**src/rtl/vm2413.sv**
```systemverilog
// Shared types, constants and the feedback averaging helper for the VM2413 OPLL core.
package vm2413;

  localparam int LI_W     = 10;
  localparam int NUM_CH   = 9;
  localparam int NUM_SLOT = 18;

  typedef logic signed [LI_W-1:0] SIGNED_LI_TYPE;

  typedef enum logic {
    FBW_INIT,
    FBW_RUN
  } FBW_STATE;

  // One extra bit of headroom so the mean of two LI samples never wraps.
  function automatic SIGNED_LI_TYPE fb_avg(input SIGNED_LI_TYPE a, input SIGNED_LI_TYPE b);
    logic signed [LI_W:0] sum;
    logic signed [LI_W:0] half;
    sum  = {a[LI_W-1], a} + {b[LI_W-1], b};
    half = sum >>> 1;
    return half[LI_W-1:0];
  endfunction

endpackage

```
**src/rtl/feedback_writer.sv**
```systemverilog
// Turns modulator operator outputs into feedback-memory writes; mem_wr two edges after acceptance, no back-pressure once init_done.
// Build option VM2413_FB_AVERAGE_EN: write the mean of current and previous modulator sample instead of the raw sample.
module feedback_writer #(
  parameter int NUM_CH      = vm2413::NUM_CH,
  parameter int INIT_CYCLES = 9
) (
  input  logic                    clk,
  input  logic                    reset,
  input  logic                    in_valid,
  output logic                    in_ready,
  input  logic [4:0]              in_slot,
  input  logic [vm2413::LI_W-1:0] in_data,
  output logic                    mem_wr,
  output logic [3:0]              mem_waddr,
  output logic [vm2413::LI_W-1:0] mem_wdata,
  output logic                    bad_slot,
  output logic                    init_done
);
  import vm2413::*;

  localparam int CW = $clog2(INIT_CYCLES + 1);

  FBW_STATE      state_q, state_d;
  logic [CW-1:0] cnt_q, cnt_d;

  logic          vld_q;
  logic [4:0]    slot_q;
  SIGNED_LI_TYPE data_q;

  logic          is_mod, is_bad;
  logic [3:0]    ch;
  SIGNED_LI_TYPE wdata_d;

  logic          mem_wr_q, bad_slot_q;
  logic [3:0]    waddr_q;
  SIGNED_LI_TYPE wdata_q;

  // Hold-off matches the feedback memory's own clear sequence.
  always_comb begin
    state_d = state_q;
    cnt_d   = cnt_q;
    case (state_q)
      FBW_INIT: begin
        if (cnt_q == CW'(INIT_CYCLES - 1)) state_d = FBW_RUN;
        else                               cnt_d   = cnt_q + 1'b1;
      end
      default: ;
    endcase
  end

  always_ff @(posedge clk or posedge reset) begin
    if (reset) begin
      state_q <= FBW_INIT;
      cnt_q   <= '0;
    end else begin
      state_q <= state_d;
      cnt_q   <= cnt_d;
    end
  end

  assign in_ready  = (state_q == FBW_RUN);
  assign init_done = (state_q == FBW_RUN);

  always_ff @(posedge clk or posedge reset) begin
    if (reset) begin
      vld_q  <= 1'b0;
      slot_q <= '0;
      data_q <= '0;
    end else begin
      vld_q <= in_valid & in_ready;
      if (in_valid & in_ready) begin
        slot_q <= in_slot;
        data_q <= in_data;
      end
    end
  end

  assign ch     = slot_q[4:1];
  assign is_mod = vld_q && !slot_q[0] && (int'(ch) < NUM_CH);
  assign is_bad = vld_q && (int'(slot_q) >= NUM_SLOT);

`ifdef VM2413_FB_AVERAGE_EN
  SIGNED_LI_TYPE hist_q [NUM_CH];

  // History keeps the raw sample so the next mean uses true operator output.
  always_ff @(posedge clk or posedge reset) begin
    if (reset) begin
      for (int i = 0; i < NUM_CH; i++) hist_q[i] <= '0;
    end else if (is_mod) begin
      hist_q[ch] <= data_q;
    end
  end

  assign wdata_d = fb_avg(hist_q[ch], data_q);
`else
  assign wdata_d = data_q;
`endif

  always_ff @(posedge clk or posedge reset) begin
    if (reset) begin
      mem_wr_q   <= 1'b0;
      bad_slot_q <= 1'b0;
      waddr_q    <= '0;
      wdata_q    <= '0;
    end else begin
      mem_wr_q   <= is_mod;
      bad_slot_q <= is_bad;
      if (is_mod) begin
        waddr_q <= ch;
        wdata_q <= wdata_d;
      end
    end
  end

  assign mem_wr    = mem_wr_q;
  assign mem_waddr = waddr_q;
  assign mem_wdata = wdata_q;
  assign bad_slot  = bad_slot_q;

endmodule
```
**config.mk**
```make
export PLATFORM = sky130hd
export DESIGN_NAME = feedback_writer
export DESIGN_NICKNAME = d
export VERILOG_FILES = /design/src/rtl/vm2413.sv /design/src/rtl/feedback_writer.sv
export SDC_FILE = /design/constraint.sdc
export NUM_CORES = 1
export LEC_CHECK = 0
export BUFFER_PORTS_ARGS = -buffer_cell sky130_fd_sc_hd__clkbuf_2
export CORE_UTILIZATION = 51
export CTS_BUF_LIST = sky130_fd_sc_hd__clkbuf_16
export CTS_CLUSTER_DIAMETER = 200
export DETAILED_ROUTE_END_ITERATION = 10
export HOLD_SLACK_MARGIN = 0.1
export PLACE_DENSITY_LB_ADDON = 0.08
export REMOVE_ABC_BUFFERS = 1
export SLEW_MARGIN = 20
export SYNTH_ARGS = -nofsm -noshare
export SYNTH_HDL_FRONTEND = slang
export SYNTH_SLANG_ARGS = --single-unit
```
**constraint.sdc**
```tcl
create_clock -name clk -period 2.24 [get_ports clk]
set_input_delay 0.112 -clock clk [delete_from_list [all_inputs] [get_ports clk]]
set_output_delay 0.112 -clock clk [all_outputs]
set_load 0.02 [all_outputs]
```
==> summary.md, run 1 <==
| Metric | Value |
|---|---|
| Arrival time at the worst endpoint | `2040 ps` |
| Num ports | `36` |
| CTS Sinks | `37` |
| Post_cts resized | `0` |
| CTS tree | `yes` |
| Tmin final | `about 1900 ps` |
| Clock tree buffer depth | `2` |
| Peak Freq | `~0.53 GHz` |
| Placement Setup Slack | `approximately 360 ps` |
| Hpwl dp | `about 1.6 mm` |
| Gpl congestion | `0.729` |
| Vias in the first global route | `942` |
| Nets@finish | `between 150 and 200` |
| DR pass1 iterations | `2` |
| N_diodes | `0` |
| Netlist cell types | `20` |
| Core region area | `0.00259 mm2` |
| Via Count | `between 800 and 900` |
| Maxcap violations | `0` |
| Clock Skew | `between 4 and 5 ps` |
| Antenna violations before repair | `0` |
| Worst Reg-to-Reg Cells | `3` |
| Pwr per Cell Area | `about 1000 mW/mm2` |
| Warnings, synthesis | `0` |
| Area contributors post-synth | `dfrtp_1 (64%), mux2_2 (16%), mux2_4 (5.2%)` |
| Largest net degree at the start of global routing | `38` |
| GR Overflow Total | `0` |
| Layout cells sized above 1 | `roughly half` |
| Worst Setup Start Kind | `flip-flop` |
| Crit. Startpoint | `slot_q[1]` |
| CP required | `roughly 2400 ps` |
| Synth Register Bits | `37` |
| Die Wd | `~55 um` |
| WHS Path Cells | `4` |
| Worst Setup End Kind | `flip-flop` |
| Top cell type by total area after synthesis | `dfrtp_1` |
| Initial Utilization | `a little under three fifths` |
| RSZ-0062 raised after global routing | `no` |
| Worst hold-check path type | `input port to flip-flop` |
| R2R Setup Slk | `360 ps` |
| H-tree levels | `2` |
| Die height | `between 50 and 60 um` |
| Full die area | `0.00307 mm2` |
| Cell Rows | `18` |
| Post-CTS Setup Inserts | `0` |
| Final setup margin | `roughly 360 ps` |
| Fin. Hold Viols | `0` |
| Clock transition at path regs | `~60 ps` |
| Worst-Skew Late Latency | `roughly 280 ps` |
| Vias/cell | `between 4 and 5` |
| Register area | `just over 900 um2` |
| Iteration-0 DRC Markers | `11` |
| Final setup TNS | `0 ps` |
| Critical path endpoint | `mem_wdata[6]` |
| Fillers | `between 150 and 200` |
| Routed length per instance | `~14 um` |
| Synth top area share | `between 60% and 70%` |
| Multi-input logic area | `452 um2` |
| Setup Crit Path Kind | `flip-flop to flip-flop` |
| Global-route wire length before repair | `4.26 mm` |
| Area delta synth->final | `33.6%` |
| Synth Cell Area | `around 0.0015 mm2` |
| DRC violations left | `0` |
| Final setup fails | `0` |
| Reg2Reg Launch Point | `slot_q[1]` |
| ANT nets after route | `0` |
| Number of buffers created by CTS | `5` |
| Outcome | `complete, no violations` |
| Crit path max fanout | `15` |
| Post-synthesis sequential area ratio | `a little under two thirds` |
| Worst VDD drop | `~1.0 mV` |
| Syn Inst Count | `between 90 and 100` |
| Reg2Reg Capture Point | `mem_wdata[6]` |
| Port buffer count | `35` |
| Final slew viol count | `0` |
| Period Utilization, post-route | `a little over four fifths` |
| Routed wire length | `about 2.4 mm` |
| Pleak | `0.958 nW` |
| Power Total | `1.89 mW` |
| CTS root buffer | `clkbuf_16` |
| Tightest Pin Transition | `695 ps` |
| Slew HR | `about 54%` |
| GRT Total Usage | `roughly a fifth` |
| Syn Area/Cell | `15.6 um2` |
## layout make-up
class | instances | share of cell area [%]
sequential | 37 | 47.7
multi-input combinational | 43 | 23.3
timing repair buffer | 53 | 18.0
clock buffer | 5 | 6.44
tap | 30 | 1.93
inverter | 9 | 1.74
clock inverter | 3 | 0.902
## worst min-delay path by stage
stage | endpoint | slack, ps | startpoint
global route | vld_q | 280 | in_valid
detailed placement | data_q[5] | 230 | reset
finish | vld_q | 250 | in_valid
floorplan | data_q[0] | 260 | in_data[0]
CTS | vld_q | 260 | in_valid
global placement | data_q[5] | 220 | reset
## stage by stage
step / utilization (%) / instances / hold WS [ps] / cell area [um2]
final: 75.0 / 180 / 254 / 1940
after global routing: 75.0 / 180 / 276 / 1940
after floorplan: - / 89 / 263 / 1410
after CTS: 75.0 / 180 / 256 / 1940
after detailed placement: 63.3 / 156 / 228 / 1640
after global placement: 63.3 / 156 / 217 / 1640
## power by group
part | switching (mW) | internal, mW
combinational | 0.197 | 0.191
sequential | 0.0631 | 0.779
clock | 0.251 | 0.407
## per-layer routing
metal / global-route usage [%] / share of wire, % / up-vias
met2: 30.6 / 50 / 23
li1: - / - / 434
met5: 0 / 0 / -
met4: 7.50 / 1.6 / 0
met1: 22.5 / 43 / 424
met3: 7.73 / 4.7 / 7
## cell usage after synthesis
| cell type | number |
|---|---|
| or3b_1 | 1 |
| a22o_2 | 3 |
| buf_6 | 1 |
| and2_2 | 1 |
| nand4_1 | 1 |
| inv_1 | 9 |
| buf_4 | 1 |
| a21oi_1 | 2 |
| o31a_1 | 1 |
| clkbuf_1 | 1 |
| nor3b_1 | 1 |
| buf_12 | 1 |
| mux2_2 | 21 |
| ha_1 | 2 |
| mux2_4 | 5 |
| a31oi_1 | 1 |
| nand2_1 | 1 |
| dfrtp_1 | 37 |
| xnor2_1 | 2 |
| a31o_2 | 1 |
## logic make-up after synthesis
kind of cell,count (synthesis),share of synthesized area [%]
multiplexers,26,21.4
AO/OA/AOI/OAI,8,4.39
AND/OR/NAND/NOR,5,2.32
XOR/XNOR,2,1.21
buffers and inverters,13,5.25
flip-flops,37,63.7
adder cells (fa/ha/maj),2,1.72
## cells in the final DEF (no fill, tap or decap), types with 2 or more instances in the layout
cell           count
clkbuf_16          5
dlygate4sd3_1     16
a21oi_1            2
buf_4              2
xnor2_1            2
clkbuf_2          35
clkinv_2           2
dfrtp_1           37
mux2_4             5
mux2_2            21
ha_1               2
inv_1              9
a22o_2             3
## timing repair
| action | 4_1_cts | 5_1_grt |
|---|---|---|
| endpoints found under the hold margin | 52 | 0 |
| hold buffers | 16 | 0 |
| setup endpoints to repair | 0 | 0 |
## sequential cells by signal (all words and copies together), names as in the netlist
name       count
data_q        10
mem_wdata     10
slot_q         5
cnt_q          4
mem_waddr      4
bad_slot       1
in_ready       1
mem_wr         1
vld_q          1
## worst max-delay path, cell delays in order, from the launching register on
cell and delay [ps]:
dfrtp_1 380, o31a_1 310, or3b_1 660, mux2_4 400
Note: power is estimated with default switching activity, not from simulation.
==> run 2, diff against run 1 <==
--- a/config.mk
+++ b/config.mk
@@ -6,7 +6,7 @@
 export NUM_CORES = 1
 export LEC_CHECK = 0
 export BUFFER_PORTS_ARGS = -buffer_cell sky130_fd_sc_hd__clkbuf_2
-export CORE_UTILIZATION = 51
+export CORE_UTILIZATION = 46
 export CTS_BUF_LIST = sky130_fd_sc_hd__clkbuf_16
 export CTS_CLUSTER_DIAMETER = 200
 export DETAILED_ROUTE_END_ITERATION = 10
==> constraint.sdc (replaced) <==
create_clock -name clk -period 1.69 [get_ports clk]
set_input_delay 0.0845 -clock clk [delete_from_list [all_inputs] [get_ports clk]]
set_output_delay 0.0845 -clock clk [all_outputs]
set_load 0.02 [all_outputs]
==> summary.md, run 2 (same netlist as run 1, synthesis figures left out) <==
| Metric | Value |
|---|---|
| Tmin final | `1650 ps (-227 ps)` |
| Via Count | `898 (+1.1%)` |
| Num ports | `36 (unchanged)` |
| Routed wire length | `2.43 mm (-0.16%)` |
| Nets@finish | `171 (+1.2%)` |
| Fillers | `227 (+40%)` |
| Pwr per Cell Area | `1250 mW/mm2 (+29%)` |
| GR Overflow Total | `0 (unchanged)` |
| CTS root buffer | `clkbuf_16` |
| DR pass1 iterations | `4 (+2)` |
| Commonest cells after routing, fill and taps aside | `dfrtp_1 (37), clkbuf_2 (35), mux2_2 (21)` |
| Outcome | `complete, no violations` |
| Core region area | `0.00303 mm2 (+17%)` |
| Cell Rows | `20 (+2)` |
| Full die area | `0.00339 mm2 (+10%)` |
| Initial Utilization | `48.0% (-8.1 points)` |
| ANT nets after route | `0 (unchanged)` |
| Antenna violations before repair | `0 (unchanged)` |
| GRT Total Usage | `17.8% (-1.1 points)` |
| Clock tree buffer depth | `2 (unchanged)` |
| Peak Freq | `0.607 GHz (+14%)` |
| Iteration-0 DRC Markers | `25 (+14)` |
| Vias/cell | `4.61 (-6.7%)` |
| CP required | `1850 ps (-550 ps)` |
| Area delta synth->final | `35.4%` |
| Worst-Skew Late Latency | `270 ps (about the same)` |
| Largest net degree at the start of global routing | `38 (unchanged)` |
| Global-route wire length before repair | `4.31 mm (+1.3%)` |
| Leading cell type in the layout, fill and taps excluded | `dfrtp_1` |
| Layout cells sized above 1 | `49.7% (-1.0 points)` |
| Hpwl dp | `1.54 mm (-3.4%)` |
| Pleak | `0.968 nW (+1.1%)` |
| Die Wd | `58.2 um (+5.1%)` |
| Worst hold-check path type | `input port to flip-flop` |
| Crit path max fanout | `15 (unchanged)` |
| Final setup TNS | `0 ps (unchanged)` |
| RSZ-0062 raised after global routing | `yes` |
| Vias in the first global route | `976 (+3.6%)` |
| Maxcap violations | `0 (unchanged)` |
| Clock transition at path regs | `50 ps (about the same)` |
| Fin area | `0.00197 mm2 (+1.4%)` |
| Area after DPL | `0.00167 mm2 (+2.0%)` |
| DRC violations left | `0 (unchanged)` |
| Worst Setup Start Kind | `flip-flop` |
| Worst Setup End Kind | `flip-flop` |
| Clock Skew | `5.56 ps (+0.902 ps)` |
| Routed length per instance | `12.5 um (-7.8%)` |
| Port buffer count | `35 (unchanged)` |
| Number of buffers created by CTS | `5 (unchanged)` |
| Period Utilization, post-route | `97.5% (+14 points)` |
| Gpl congestion | `0.709 (-2.7%)` |
| Die height | `58.2 um (+5.1%)` |
| Post-CTS Setup Inserts | `0 (unchanged)` |
| Tightest Pin Transition | `454 ps (-241 ps)` |
| CTS Sinks | `37 (unchanged)` |
| Final slew viol count | `0 (unchanged)` |
| Fin. Hold Viols | `0 (unchanged)` |
| N_diodes | `0 (unchanged)` |
| H-tree levels | `2 (unchanged)` |
| CTS tree | `yes` |
| Arrival time at the worst endpoint | `1810 ps (-230 ps)` |
| Slew HR | `69.7% (+16 points)` |
| Setup Crit Path Kind | `flip-flop to flip-flop` |
| Worst VDD drop | `0.662 mV (-34%)` |
| Final setup fails | `0 (unchanged)` |
run 2: cell count changes in the layout (fill, tap and decap cells not counted), sizes merged:
cell,change
buf,+2
clkinv,-1
clkinvlp,-1
inv,+1
run 2: final timing paths:
check                           startpoint            to  slack [ps]  cells after the start
worst max-delay path             slot_q[1]  mem_wdata[7]          40                      4
worst min-delay path              in_valid         vld_q         230                      4
worst max register to register   slot_q[1]  mem_wdata[7]          40                      4
worst min register to register    cnt_q[3]      cnt_q[3]         480                      1
max in group asynchronous            reset     slot_q[1]         900                      4
min in group asynchronous            reset  mem_wdata[3]         460                      4
run 2: routing by layer:
layer	up-vias	share of wire, %	track usage (%)
li1	430	-	-
met1	441	45	21.9
met2	25	50	27.9
met3	2	3.8	6.03
met4	0	0.62	9.18
met5	-	0	0
run 2: final cells by class:
class                   count  area (um2)  area share (%)
inverters                   9        33.8            1.72
well taps                  44        55.1            2.80
multi-input cells          43         452            22.9
clock buffers               5         125            6.36
repair buffers             55         369            18.8
clock inverters             2        7.51           0.381
flip-flops and latches     37         926            47.0
run 2: worst max-delay path, cell delays in order (launching register included):
cell and delay, ps:
dfrtp_1 390, o31a_1 310, or3b_1 360, buf_6 180, mux2_4 300
run 2: through the flow:
stage          std cells  hold WS, ps  util [%]  setup slack (ps)  power, mW
2_1_floorplan         89          235         -             -31.7       1.44
3_3_place_gp         172          187      55.2              48.7       1.61
3_5_place_dp         172          198      55.2              23.3       1.62
4_1_cts              195          230      64.9              13.3       2.50
5_1_grt              195          266      65.0             -5.14       2.59
6_report             195          234      65.0              42.2       2.47
run 2: what timing repair did:
action	CTS	global route
resized for setup	0	1
setup endpoints to repair	0	9
hold buffers	16	0
endpoints found under the hold margin	52	0
run 2: report_power, final:
part | switching, mW | total [mW] | internal (mW)
sequential | 0.0787 | 1.11 | 1.03
combinational | 0.261 | 0.517 | 0.256
clock | 0.311 | 0.837 | 0.526
